File: src/rtl/lsu_pkg.sv
// Shared types and geometry for the load/store alignment unit.
// Memory is 32 words of four byte lanes, addressed by a 7-bit byte address.
package lsu_pkg;

  localparam int LANES   = 4;
  localparam int LANE_W  = 8;
  localparam int WORD_W  = LANES * LANE_W;
  localparam int ADDR_W  = 7;
  localparam int WADDR_W = 5;

  typedef enum logic [1:0] {
    SZ_BYTE = 2'b00,
    SZ_HALF = 2'b01,
    SZ_WORD = 2'b10,
    SZ_RSVD = 2'b11
  } size_e;

  typedef enum logic [1:0] {
    ST_IDLE = 2'b00,
    ST_ACC1 = 2'b01,
    ST_ACC2 = 2'b10,
    ST_RESP = 2'b11
  } state_e;

  function automatic logic [2:0] size_bytes(input size_e sz);
    case (sz)
      SZ_BYTE: size_bytes = 3'd1;
      SZ_HALF: size_bytes = 3'd2;
      default: size_bytes = 3'd4;
    endcase
  endfunction

  // Sign- or zero-extend a gathered load result to the full word.
  function automatic logic [WORD_W-1:0] extend_load(input size_e sz, input logic uns,
                                                    input logic [WORD_W-1:0] v);
    case (sz)
      SZ_BYTE: extend_load = uns ? {24'd0, v[7:0]}  : {{24{v[7]}}, v[7:0]};
      SZ_HALF: extend_load = uns ? {16'd0, v[15:0]} : {{16{v[15]}}, v[15:0]};
      default: extend_load = v;
    endcase
  endfunction

endpackage

File: src/rtl/lane_rotate.sv
// Byte-lane rotator: input byte i appears on output lane (i + amt) mod 4.
// Rotating left by (4 - o) therefore gathers lane (o + i) mod 4 into byte i.
import lsu_pkg::*;

module lane_rotate (
  input  logic [WORD_W-1:0] data_i,
  input  logic [1:0]        amt_i,
  output logic [WORD_W-1:0] data_o
);

  logic [1:0] dst;

  always_comb begin
    data_o = '0;
    dst    = '0;
    for (int i = 0; i < LANES; i++) begin
      dst = 2'(i) + amt_i;
      data_o[{dst, 3'b000} +: LANE_W] = data_i[i*LANE_W +: LANE_W];
    end
  end

endmodule

File: src/rtl/lsu_align.sv
// Load/store alignment unit: splits misaligned accesses into two word
// accesses on a byte-lane memory and routes/gathers bytes through lane_rotate.
//
// state | meaning
// IDLE  | waiting for a request, req_ready high
// ACC1  | access to the word holding the first byte
// ACC2  | access to the following word (misaligned only, wraps 31 -> 0)
// RESP  | response presented until rsp_ready
import lsu_pkg::*;

module lsu_align (
  input  logic               clk,
  input  logic               rst_n,
  input  logic               req_valid,
  output logic               req_ready,
  input  logic               req_we,
  input  logic [1:0]         req_size,
  input  logic               req_unsigned,
  input  logic [ADDR_W-1:0]  req_addr,
  input  logic [WORD_W-1:0]  req_wdata,
  output logic [LANES-1:0]   mem_cs,
  output logic [WADDR_W-1:0] mem_addr,
  output logic               mem_we,
  output logic [WORD_W-1:0]  mem_wdata,
  input  logic [LANE_W-1:0]  mem_rdata0,
  input  logic [LANE_W-1:0]  mem_rdata1,
  input  logic [LANE_W-1:0]  mem_rdata2,
  input  logic [LANE_W-1:0]  mem_rdata3,
  output logic               rsp_valid,
  input  logic               rsp_ready,
  output logic [WORD_W-1:0]  rsp_rdata,
  output logic               rsp_err
);

  state_e              state_q;
  logic                we_q;
  size_e               size_q;
  logic                uns_q;
  logic [ADDR_W-1:0]   addr_q;
  logic [WORD_W-1:0]   wdata_q;
  logic [WORD_W-1:0]   gath_q, gath_d;
  logic [WORD_W-1:0]   rsp_rdata_q;
  logic                rsp_err_q;

  logic [1:0]          off;
  logic [2:0]          nbytes;
  logic [2:0]          last;
  logic                misaligned;
  logic [LANES-1:0]    cs_acc1, cs_acc2;
  logic                in_acc;
  logic [WORD_W-1:0]   wdata_rot;
  logic [WORD_W-1:0]   rd_word, rd_rot;
  logic [LANES-1:0]    byte_mask;
  logic [1:0]          ln;

  assign off        = addr_q[1:0];
  assign nbytes     = size_bytes(size_q);
  assign last       = {1'b0, off} + nbytes - 3'd1;
  assign misaligned = ({1'b0, off} + nbytes) > 3'd4;
  assign in_acc     = (state_q == ST_ACC1) || (state_q == ST_ACC2);

  always_comb begin
    cs_acc1 = '0;
    cs_acc2 = '0;
    for (int k = 0; k < LANES; k++) begin
      cs_acc1[k] = (3'(k) >= {1'b0, off}) && (3'(k) <= last);
      cs_acc2[k] = misaligned && (3'(k) <= (last - 3'd4));
    end
  end

  lane_rotate u_store_rot (
    .data_i (wdata_q),
    .amt_i  (off),
    .data_o (wdata_rot)
  );

  assign rd_word = {mem_rdata3, mem_rdata2, mem_rdata1, mem_rdata0};

  lane_rotate u_load_rot (
    .data_i (rd_word),
    .amt_i  (2'd0 - off),
    .data_o (rd_rot)
  );

  always_comb begin
    mem_cs    = '0;
    mem_addr  = '0;
    mem_we    = 1'b0;
    mem_wdata = '0;
    case (state_q)
      ST_ACC1: begin
        mem_cs   = cs_acc1;
        mem_addr = addr_q[ADDR_W-1:2];
      end
      ST_ACC2: begin
        mem_cs   = cs_acc2;
        mem_addr = addr_q[ADDR_W-1:2] + 5'd1;
      end
      default: ;
    endcase
    if (in_acc) begin
      mem_we    = we_q;
      mem_wdata = wdata_rot;
    end
  end

  // Result byte i comes from lane (o + i) mod 4, only when that lane is selected.
  always_comb begin
    gath_d    = gath_q;
    byte_mask = '0;
    ln        = '0;
    for (int i = 0; i < LANES; i++) begin
      ln           = 2'(i) + off;
      byte_mask[i] = mem_cs[ln];
      if (byte_mask[i]) gath_d[i*LANE_W +: LANE_W] = rd_rot[i*LANE_W +: LANE_W];
    end
  end

  always_ff @(posedge clk or negedge rst_n) begin
    if (!rst_n) begin
      state_q     <= ST_IDLE;
      we_q        <= 1'b0;
      size_q      <= SZ_BYTE;
      uns_q       <= 1'b0;
      addr_q      <= '0;
      wdata_q     <= '0;
      gath_q      <= '0;
      rsp_rdata_q <= '0;
      rsp_err_q   <= 1'b0;
    end else begin
      case (state_q)
        ST_IDLE: begin
          if (req_valid) begin
            we_q    <= req_we;
            size_q  <= size_e'(req_size);
            uns_q   <= req_unsigned;
            addr_q  <= req_addr;
            wdata_q <= req_wdata;
            gath_q  <= '0;
            if (size_e'(req_size) == SZ_RSVD) begin
              state_q     <= ST_RESP;
              rsp_err_q   <= 1'b1;
              rsp_rdata_q <= '0;
            end else begin
              state_q <= ST_ACC1;
            end
          end
        end
        ST_ACC1: begin
          gath_q <= gath_d;
          if (misaligned) begin
            state_q <= ST_ACC2;
          end else begin
            state_q     <= ST_RESP;
            rsp_err_q   <= 1'b0;
            rsp_rdata_q <= we_q ? '0 : extend_load(size_q, uns_q, gath_d);
          end
        end
        ST_ACC2: begin
          gath_q      <= gath_d;
          state_q     <= ST_RESP;
          rsp_err_q   <= 1'b0;
          rsp_rdata_q <= we_q ? '0 : extend_load(size_q, uns_q, gath_d);
        end
        ST_RESP: begin
          if (rsp_ready) begin
            state_q     <= ST_IDLE;
            rsp_rdata_q <= '0;
            rsp_err_q   <= 1'b0;
          end
        end
        default: state_q <= ST_IDLE;
      endcase
    end
  end

  assign req_ready = (state_q == ST_IDLE);
  assign rsp_valid = (state_q == ST_RESP);
  assign rsp_rdata = rsp_rdata_q;
  assign rsp_err   = rsp_err_q;

endmodule
File: config.mk
export PLATFORM = sky130hd
export DESIGN_NAME = lsu_align
export DESIGN_NICKNAME = d
export VERILOG_FILES = /design/src/rtl/lsu_pkg.sv /design/src/rtl/lane_rotate.sv /design/src/rtl/lsu_align.sv
export SDC_FILE = /design/constraint.sdc
export NUM_CORES = 1
export LEC_CHECK = 0
export BUFFER_PORTS_ARGS = -buffer_cell sky130_fd_sc_hd__clkbuf_2
export CAP_MARGIN = 0
export CORE_MARGIN = 5
export CORE_UTILIZATION = 60
export CTS_CLUSTER_DIAMETER = 200
export DETAILED_ROUTE_END_ITERATION = 6
export PLACE_DENSITY_LB_ADDON = 0.12
export SLEW_MARGIN = 20
export SYNTH_ARGS = -nofsm -noshare
export SYNTH_HDL_FRONTEND = slang
export SYNTH_HIERARCHICAL = 1
export SYNTH_SLANG_ARGS = --single-unit
File: constraint.sdc
create_clock -name clk -period 7 [get_ports clk]
set_input_delay 2.1 -clock clk [delete_from_list [all_inputs] [get_ports clk]]
set_output_delay 2.1 -clock clk [all_outputs]
set_load 0.05 [all_outputs]
# == Word level (Yosys, flattened, before mapping) ==
# Index checks and enable logic that the tools add are counted.
# word_totals
elab_cells,131
regBits,110
input_bits,79
# op_classes
n_bitwise,2
add_sub_neg,19
n_shift,16
magnitude_cmp,16
n_mux,44
eq_ne,9
reduce_logical,16
# op_table
cell,count
$mux W32,9
$shift A8 B7 Y32 const A,8
$shiftx A8 B7 Y32,8
$bwmux W32,6
$pmux W32 S2,2
$pmux W32 S4,1
$and A32 B32 Y32,2
$neg A5 Y7,8
$mux W8,4
$le A1 B3 Y1 const A,4
$le A2 B3 Y1 const A,4
$lt A2 B3 Y1 const B,4
$mux W1,10
$pmux W5 S2,1
$add A2 B2 Y2 const A,4
$bmux W1 S2,4
$pmux W2 S4,1
$pmux W4 S2,1
$logic_and A1 B1 Y1,7
$eq A2 B2 Y1 const B,3
$mux W2,3
$pmux W3 S2,1
$reduce_and A2 Y1,3
$add A5 B1 Y5 const B,1
other kinds (17),23

# == Logic depth before layout (Yosys ltp) ==
# Gate-level depths: netlist (run 1).
# depth
ltp_word,16
mapped_depth,15

# == Hierarchy ==
# The synthesis (run 1) kept the hierarchy.
# by_module_without_submodules
module,area_per_inst_um2,seq_area_each_um2,n_inst,cells_each
lsu_align,6098.3,2752.6,1,624
lane_rotate (u_load_rot),1272.5,0.0,1,169
lane_rotate (u_store_rot),1189.9,0.0,1,152

# == Worst setup path before layout (run 1) ==
# No wires, ideal clock.
# synth_timing
kind,reg2out
startpoint,reg addr_q[0]
endpoint,out mem_cs[1]
t_arrival_ns,2.962
path_buffers,0
slack_ns,1.938
stages_incl_launch_ff,10
cell_sequence,dfrtp_1 > ha_1 > inv_1 > fa_1 > ha_1 > inv_1 > ha_1 > or3b_1 > nand2_1 > a21oi_1
# synth_between
elab_chain_cells,6
word_cells_on_any_way,10
# synth_lines
item,line,source
"start, declared",lsu_align.sv:39,logic [ADDR_W-1:0] addr_q;
"start signal, assigned",lsu_align.sv:137,addr_q <= req_addr;
$add A2 B3 Y3,"lsu_align.sv:58, lsu_align.sv:59",
$sub A3 B1 Y3,lsu_align.sv:58,"assign last = {1'b0, off} + nbytes - 3'd1;"
$sub A3 B3 Y3,lsu_align.sv:67,cs_acc2[k] = misaligned && (3'(k) <= (last - 3'd4));
$le A1 B3 Y1,lsu_align.sv:67,
$logic_and A1 B1 Y1,lsu_align.sv:67,
$pmux W4 S2 (*),lsu_align.sv:90,case (state_q)
"end, declared",lsu_align.sv:21,"output logic [LANES-1:0] mem_cs,"
# Mark *: on every way between the ends. The rest lies on a longest branch, timed or not.

# == Worst setup path in the final report (run 1) ==
# layout_timing
startpoint,reg size_q[1]
endpoint,out mem_cs[3]
# layout_between
elab_chain_cells,8
word_cells_on_any_way,11
# layout_lines
item,line,source
"start, declared",lsu_align.sv:37,size_e size_q;
"start signal, assigned",lsu_align.sv:135,size_q <= size_e'(req_size);
$eq A2 B1 Y1 or $logic_not A2 Y1 (tied branches),lsu_pkg.sv:26,case (sz)
$pmux W3 S2 (*),lsu_pkg.sv:26,
$add A2 B3 Y3 (*),"lsu_align.sv:58, lsu_align.sv:59",
$sub A3 B1 Y3,lsu_align.sv:58,
$sub A3 B3 Y3,lsu_align.sv:67,
$le A2 B3 Y1,lsu_align.sv:67,
$logic_and A1 B1 Y1,lsu_align.sv:67,
$pmux W4 S2 (*),lsu_align.sv:90,
# Marked as above.

==> reports/qor_table.md, run 1 <==
| Quantity | This run |
| --- | --- |
| Setup TNS | 0 ns |
| CP Class | reg -> out |
| First DRT Iteration DRCs | 1191 |
| Stages on the worst setup path | 12 |
| Post-detailed-route count of antenna-violating nets | 0 |
| Largest net degree at the start of global routing | 67 |
| Final Hold Violating Endpoints | 0 |
| RSZ-0062 raised after global routing | no |
| Met3 Wirelength | 3015 µm |
| Slowest Stage Delay on Critical Path | 0.64 ns |
| Number of synthesized flops with an enable pin | 0 |
| WP data required | 4.90 ns |
| Initial antenna violation count | 0 |
| Max Clock Freq | 169.0 MHz |
| Library cell contributing the largest single delay on the critical path | sky130_fd_sc_hd__dfrtp_1 |
| Status | finished, final reports clean |
| Final critical path time including I/O delays and setup | 5.918 ns |
| Port Buffers | 155 |
| Category of cells accounting for the largest share of critical-path delay | adder cells |
| Synth async-reset ratio | 100.0% |
| N_diodes | 0 |
| Synthesized area divided by synthesized cell count | 9.059 µm² |
| Maximum root-to-sink buffer count | 2 |
| Startpoint of the worst hold path | rsp_err |
| Mux share of post-synthesis cell area | 6.022% |
| Initial core utilization | 61.43% |
| Count of standard-cell rows | 43 |
| Worst slew margin relative to its limit | 28.63% |
| Area overhead of the layout relative to synthesis | 12.42% |
| Simple logic cell fraction of the synthesized area | 23.55% |
| TritonCTS clock tree | built |
| Max Slew Vio Count | 0 |
| Register bit total from synthesis | 110 |
| Post-CTS Setup Repair Bufs | 0 |
| Post-Synthesis Cell Area | 8561 µm² |
| Final setup violation count | 0 |
| Wire length of the first global-routing pass | 42680 µm |
| Largest family of logic cells by synthesized area | compound AO/OA/AOI/OAI gates |
| CP arrival | 3.82 ns |
| Start point of the critical path | size_q[1] |
| Capturing element type of the critical path | output pin |
| Die height | 129.5 µm |
| Startpoint kind of the worst setup timing path | flip-flop |
| Unique cell type count in the Yosys netlist | 76 |
| Total of warnings raised by yosys | 6 |
| Core Area | 13930 µm² |
| FF-to-FF Start | size_q[1] |
| Sum of overflow across all layers after global routing | 0 |
| Last weighted congestion value of the routability-driven placer | 0.9936 |
| Detailed-route DRC error count | 0 |
| Adder-cell share of the synthesized area | 4.472% |
| Cells on worst reg2reg path | 14 |
| Share of synthesized area occupied by flip-flops and latches | 32.15% |
| Uppermost layer routed | met4 |
| Via Count | 8772 |
| Total half-perimeter wirelength after legalization and detailed placement | 19490 µm |
| Number of buffers inserted during clock tree synthesis | 9 |
| Iteration count of the initial detailed-routing pass | 6 |
| Final WL | 27250 µm |
| Cell count after synthesis | 945 |
| Number of global-route vias before repair | 7794 |
| Number of vias per cell after detailed routing | 7.114 |
| Hold buffer count at CTS | 0 |
| Register-to-Register Setup Slack | 1.75 ns |
| Transition time at the pin with the least slew margin | 1.067 ns |
| Quantity of gates resized following cts | 0 |
| Library cell used as clock root buffer | sky130_fd_sc_hd__clkbuf_16 |
| Number of levels the H-tree was split into | 3 |
| Max Clock Skew | 0.01079 ns |
| Critical path fanouts, max | 15 |
| Sequential cell area | 2754 µm² |
| Per-cell routed wire length | 22.10 µm |
| Synth Area in XOR/XNOR | 0.4092% |
| Full die area | 16760 µm² |
| Post-Syn Nets | 1054 |
| Routed met1 length | 11300 µm |
| Top-level port count | 156 |
| Capturing point of the worst reg2reg path | rsp_rdata[16] |
| Multi-input gate area in the final layout | 5370 µm² |
| Sequence of cells on the critical path | nor2_1 -> ha_1 -> inv_1 -> fa_1 -> ha_1 -> inv_1 -> ha_1 -> inv_1 -> o21ai_1 -> a21oi_1 -> and2_1 -> clkbuf_2 |
| Compound-Gate Fraction of Synth Area | 27.96% |
| Fraction of layout cells with a size suffix above 1 | 24.60% |
| Count of buffering cells on the critical path with inverters included | 4 |
| Clock insertion delay at the later pin of the skew report | 0.37 ns |
| Critical Path End | mem_cs[3] |
| FILL cells | 1162 |
| All-Layer GR Usage | 31.85% |
| Path class of the lowest-slack min-delay path | reg -> reg |
| Reg clk slew, reported paths | 0.08 ns |
| Sum of met2 wire segment lengths after detailed routing | 12220 µm |
| Most instantiated flip-flop cell in the synthesis netlist | sky130_fd_sc_hd__dfrtp_1 |
| Die X | 129.5 µm |
| CTS sink count | 110 |
| Max_cap viols | 0 |
| Final net count | 1157 |
| Share of the cycle needed by the critical path after routing | 84.54% |
-- cell type report --
cell class              instances  area share [%]
multi-input cells             732           55.80
inverters                      26           1.014
repair buffers                169           9.178
well taps                     180           2.340
flip-flops and latches        110           28.61
clock buffers                  10           2.483
clock inverters                 6          0.5720
-- sequential cells by signal, indices dropped and copies added (netlist names) --
signal / count
size_q: 2
gath_q: 32
state_q: 2
addr_q: 7
rsp_rdata: 32
wdata_q: 32
we_q: 1
uns_q: 1
rsp_err: 1
-- routing by layer --
layer	up-vias	global-route usage [%]
met5	-	0
li1	3888	-
met4	0	7.763
met1	4213	47.13
met3	68	5.565
met2	603	48.84
-- synthesized netlist by cell type (22+ instances only) --
master	instances	area [µm²]
sky130_fd_sc_hd__dfrtp_1	110	2753
sky130_fd_sc_hd__nand2_1	74	277.8
sky130_fd_sc_hd__a22oi_1	58	435.4
sky130_fd_sc_hd__nand3_1	51	255.2
sky130_fd_sc_hd__clkbuf_1	47	176.4
sky130_fd_sc_hd__and2_1	44	275.3
sky130_fd_sc_hd__mux2_2	44	495.5
sky130_fd_sc_hd__nor2_1	43	161.4
sky130_fd_sc_hd__a32oi_1	42	367.9
sky130_fd_sc_hd__o21ai_0	32	160.2
sky130_fd_sc_hd__nand4_1	31	193.9
sky130_fd_sc_hd__ha_1	29	362.9
sky130_fd_sc_hd__nor2b_1	26	162.7
sky130_fd_sc_hd__inv_1	24	90.09
sky130_fd_sc_hd__o21ai_1	24	120.1
sky130_fd_sc_hd__a221o_1	22	220.2
-- placed cells by master, fill, tap and decap left out, types with 18 or more instances in the layout --
master and instances:
sky130_fd_sc_hd__mux2_2 44, sky130_fd_sc_hd__o21ai_1 24, sky130_fd_sc_hd__clkbuf_2 154, sky130_fd_sc_hd__o21ai_0 32
sky130_fd_sc_hd__a32oi_1 42, sky130_fd_sc_hd__nor2_1 43, sky130_fd_sc_hd__inv_1 24, sky130_fd_sc_hd__nor2b_1 26
sky130_fd_sc_hd__and2_1 44, sky130_fd_sc_hd__a221o_1 22, sky130_fd_sc_hd__dfrtp_1 109, sky130_fd_sc_hd__ha_1 29
sky130_fd_sc_hd__a32o_1 18, sky130_fd_sc_hd__a22oi_1 58, sky130_fd_sc_hd__nand4_1 31, sky130_fd_sc_hd__nand2_1 73
sky130_fd_sc_hd__nand3_1 51
-- worst register-to-register path, delay by kind of cell, from the launching register on --
kind,cells,cell delay [ns]
fa+ha+maj,4,1.28
simple gates,3,0.87
compound gates,4,1.91
mux,1,0.26
buf+inv,2,0.10
flops,1,0.64
-- kinds of logic (layout without fill, tap and decap cells) --
logic type	Yosys count	count (layout)
and+or+nand+nor	347	347
AOI/OAI and AO/OA	305	305
DFF	110	110
buffers and inverters	103	211
muxes	46	46
adders and majority gates	30	30
xor gates and xnor gates	4	4
-- how the worst min path moves through the flow --
stage                 to  slack [ns]  depth (start not counted)
6_report         rsp_err        0.48                          2
5_1_grt          rsp_err        0.50                          2
4_1_cts          rsp_err        0.48                          2
3_5_place_dp     rsp_err        0.47                          2
3_3_place_gp     rsp_err        0.46                          2
2_1_floorplan  gath_q[2]        0.48                          2
-- stage by stage --
stage	utilization, %	std cells	cell area (µm²)	setup WS (ns)	hold WS, ns
after floorplan	-	945	8561	1.938	0.4843
after global placement	66.87	1217	9318	1.573	0.4616
after detailed placement	66.91	1217	9324	1.533	0.4677
after CTS	69.02	1233	9618	1.110	0.4841
after global routing	69.07	1233	9624	0.8210	0.5047
final	69.07	1233	9624	1.082	0.4783
Power of run 1 is not shown: default switching activity piles up to over one toggle a cycle in this logic, so the estimate is an artifact.
==> run 2, diff against run 1 <==
Settings changed: CORE_UTILIZATION 60 to 52.
Clock period 7 ns to 4.9 ns, I/O delays scaled along.
==> run 2 against run 1 <==
Net effect: global-route usage fell by 3.1 points; core utilization fell by 8.9 points; via count fell by 1.5%; register-to-register slack got worse by 1.3 ns; setup slack got worse by 0.91 ns; wire length rose by 4.4%; non-clock buffer count rose by 21; largest cell class unchanged.
==> reports/qor_table.md, run 2 (same netlist as run 1, synthesis figures left out) <==
| Quantity | This run | vs previous |
| --- | --- | --- |
| Final net count | 1178 | +1.8% |
| All-Layer GR Usage | 28.73% | -3.1 points |
| Number of global-route vias before repair | 8209 | +5.3% |
| Most common cell after layout, fill and taps aside | sky130_fd_sc_hd__clkbuf_2 |  |
| Max_cap viols | 0 | unchanged |
| N_diodes | 0 | unchanged |
| Number of vias per cell after detailed routing | 6.676 | -6.2% |
| Stages on the worst setup path | 11 | -1 |
| Worst slew margin relative to its limit | 24.92% | -3.7 points |
| Path class of the lowest-slack min-delay path | reg -> reg |  |
| Library cell contributing the largest single delay on the critical path | sky130_fd_sc_hd__fa_1 |  |
| Largest net degree at the start of global routing | 56 | -16% |
| Most frequent cells in the layout | 153 x sky130_fd_sc_hd__clkbuf_2, 109 x sky130_fd_sc_hd__dfrtp_1, 73 x sky130_fd_sc_hd__nand2_1 |  |
| Quantity of gates resized following cts | 0 | unchanged |
| Cells on worst reg2reg path | 14 | unchanged |
| Start point of the critical path | size_q[0] |  |
| Total half-perimeter wirelength after legalization and detailed placement | 20550 µm | +5.4% |
| Final design utilization | 60.15% | -8.9 points |
| Max Clock Skew | 0.01359 ns | +0.002805 ns |
| Initial core utilization | 52.36% | -9.1 points |
| Final Hold Violating Endpoints | 0 | unchanged |
| Critical path fanouts, max | 5 | -10 |
| Sequence of cells on the critical path | nor2_2 -> ha_1 -> inv_1 -> fa_1 -> ha_1 -> inv_1 -> ha_1 -> or3b_1 -> nand2_1 -> a21oi_1 -> clkbuf_2 |  |
| Initial antenna violation count | 0 | unchanged |
| Wire length of the first global-routing pass | 45330 µm | +6.2% |
| Max Slew Vio Count | 0 | unchanged |
| Multi-input gate area in the final layout | 5361 µm² | -0.16% |
| Per-cell routed wire length | 21.99 µm | -0.50% |
| Share of the cycle needed by the critical path after routing | 96.48% |  |
| Area overhead of the layout relative to synthesis | 14.86% |  |
| Die X | 138.3 µm | +6.8% |
| First DRT Iteration DRCs | 827 | -31% |
| Die height | 138.3 µm | +6.8% |
| Number of levels the H-tree was split into | 3 | unchanged |
| Reg clk slew, reported paths | 0.08 ns | about the same |
| Port Buffers | 155 | unchanged |
| Status | finished, final reports clean |  |
| Hold buffer count at CTS | 0 | unchanged |
| FF-to-FF Start | size_q[0] |  |
| Count of buffering cells on the critical path with inverters included | 3 | -1 |
| Count of standard-cell rows | 47 | +9.3% |
| Final setup violation count | 0 | unchanged |
| Setup TNS | 0 ns | unchanged |
| Final critical path time including I/O delays and setup | 4.728 ns |  |
| Top-level port count | 156 | unchanged |
| CP Class | reg -> out |  |
| Slowest Stage Delay on Critical Path | 0.56 ns | -0.08 ns |
| Library cell used as clock root buffer | sky130_fd_sc_hd__clkbuf_16 |  |
| RSZ-0062 raised after global routing | no |  |
| Most repeated library cell on the critical path | sky130_fd_sc_hd__ha_1 |  |
| Fraction of layout cells with a size suffix above 1 | 25.79% | +1.2 points |
| Capturing element type of the critical path | output pin |  |
| Post-detailed-route count of antenna-violating nets | 0 | unchanged |
| Transition time at the pin with the least slew margin | 1.122 ns | +0.05519 ns |
| Category of cells accounting for the largest share of critical-path delay | adder cells |  |
| Full die area | 19130 µm² | +14% |
| Post-CTS Setup Repair Bufs | 0 | unchanged |
| Iteration count of the initial detailed-routing pass | 5 | -1 |
| Clock insertion delay at the later pin of the skew report | 0.37 ns | about the same |
| WP data required | 3.43 ns | -1.47 ns |
| FILL cells | 1537 | +32% |
| Sum of overflow across all layers after global routing | 0 | unchanged |
| CTS sink count | 110 | unchanged |
| Last weighted congestion value of the routability-driven placer | 0.9985 | +0.49% |
| Maximum root-to-sink buffer count | 2 | unchanged |
| Startpoint kind of the worst setup timing path | flip-flop |  |
| Max Clock Freq | 211.5 MHz |  |
| Detailed-route DRC error count | 0 | unchanged |
| Via Count | 8639 | -1.5% |
| Capturing point of the worst reg2reg path | rsp_rdata[17] |  |
| Core Area | 16350 µm² | +17% |
| Register-to-Register Setup Slack | 0.49 ns | -1.26 ns |
| Sequential cell area | 2754 µm² | unchanged |
| Final WL | 28450 µm | +4.4% |
| TritonCTS clock tree | built |  |
| Number of buffers inserted during clock tree synthesis | 9 | unchanged |
| Critical Path End | mem_cs[1] |  |
| CP arrival | 3.26 ns | -0.56 ns |
## run 2: cell types whose count changed in the layout (fill, tap and decap cells not counted), moves of 2 or more
| cell | change |
|---|---|
| sky130_fd_sc_hd__buf_4 | +21 |
| sky130_fd_sc_hd__nor4bb_2 | -2 |
| sky130_fd_sc_hd__clkbuf_1 | +2 |
| sky130_fd_sc_hd__nor4bb_1 | +2 |
## run 2: layout make-up
type                    instances  area share [%]
clock inverters                 4          0.5599
well taps                     220           2.799
flip-flops and latches        110           28.01
inverters                      26          0.9925
clock buffers                  12           2.507
repair buffers                190           10.61
multi-input cells             732           54.52
## run 2: tightest hold or removal path, cell delays in order, from the launching register on
cell	delay [ns]
sky130_fd_sc_hd__dfrtp_1	0.34
sky130_fd_sc_hd__nand2_1	0.05
sky130_fd_sc_hd__nand2_1	0.06
## run 2: layer usage
| layer | routed length (µm) | GRT usage (%) |
|---|---|---|
| met2 | 12380 | 42.47 |
| met1 | 12530 | 41.82 |
| met4 | 744 | 9.568 |
| met3 | 2796 | 6.319 |
| met5 | 0 | 0 |
## run 2: per-stage QoR
stage / worst slack (ns) / hold slack (ns) / instances / instance area (µm²)
floorplan: 0.4680 / 0.4843 / 945 / 8561
global placement: 0.6078 / 0.4605 / 1278 / 9513
detailed placement: 0.5184 / 0.4637 / 1278 / 9513
CTS: 0.1198 / 0.4814 / 1294 / 9814
global route: 0.02662 / 0.5172 / 1294 / 9833
finish: 0.1723 / 0.4776 / 1294 / 9833
## run 2: worst min path at each step
stage | start | to | slack (ns) | depth (start not counted)
2_1_floorplan | gath_q[2] | gath_q[2] | 0.48 | 2
3_3_place_gp | rsp_err | rsp_err | 0.46 | 2
3_5_place_dp | rsp_err | rsp_err | 0.46 | 2
4_1_cts | rsp_err | rsp_err | 0.48 | 2
5_1_grt | rsp_rdata[4] | rsp_rdata[4] | 0.52 | 1
6_report | rsp_err | rsp_err | 0.48 | 2
Power of run 2 is left out for the same reason.
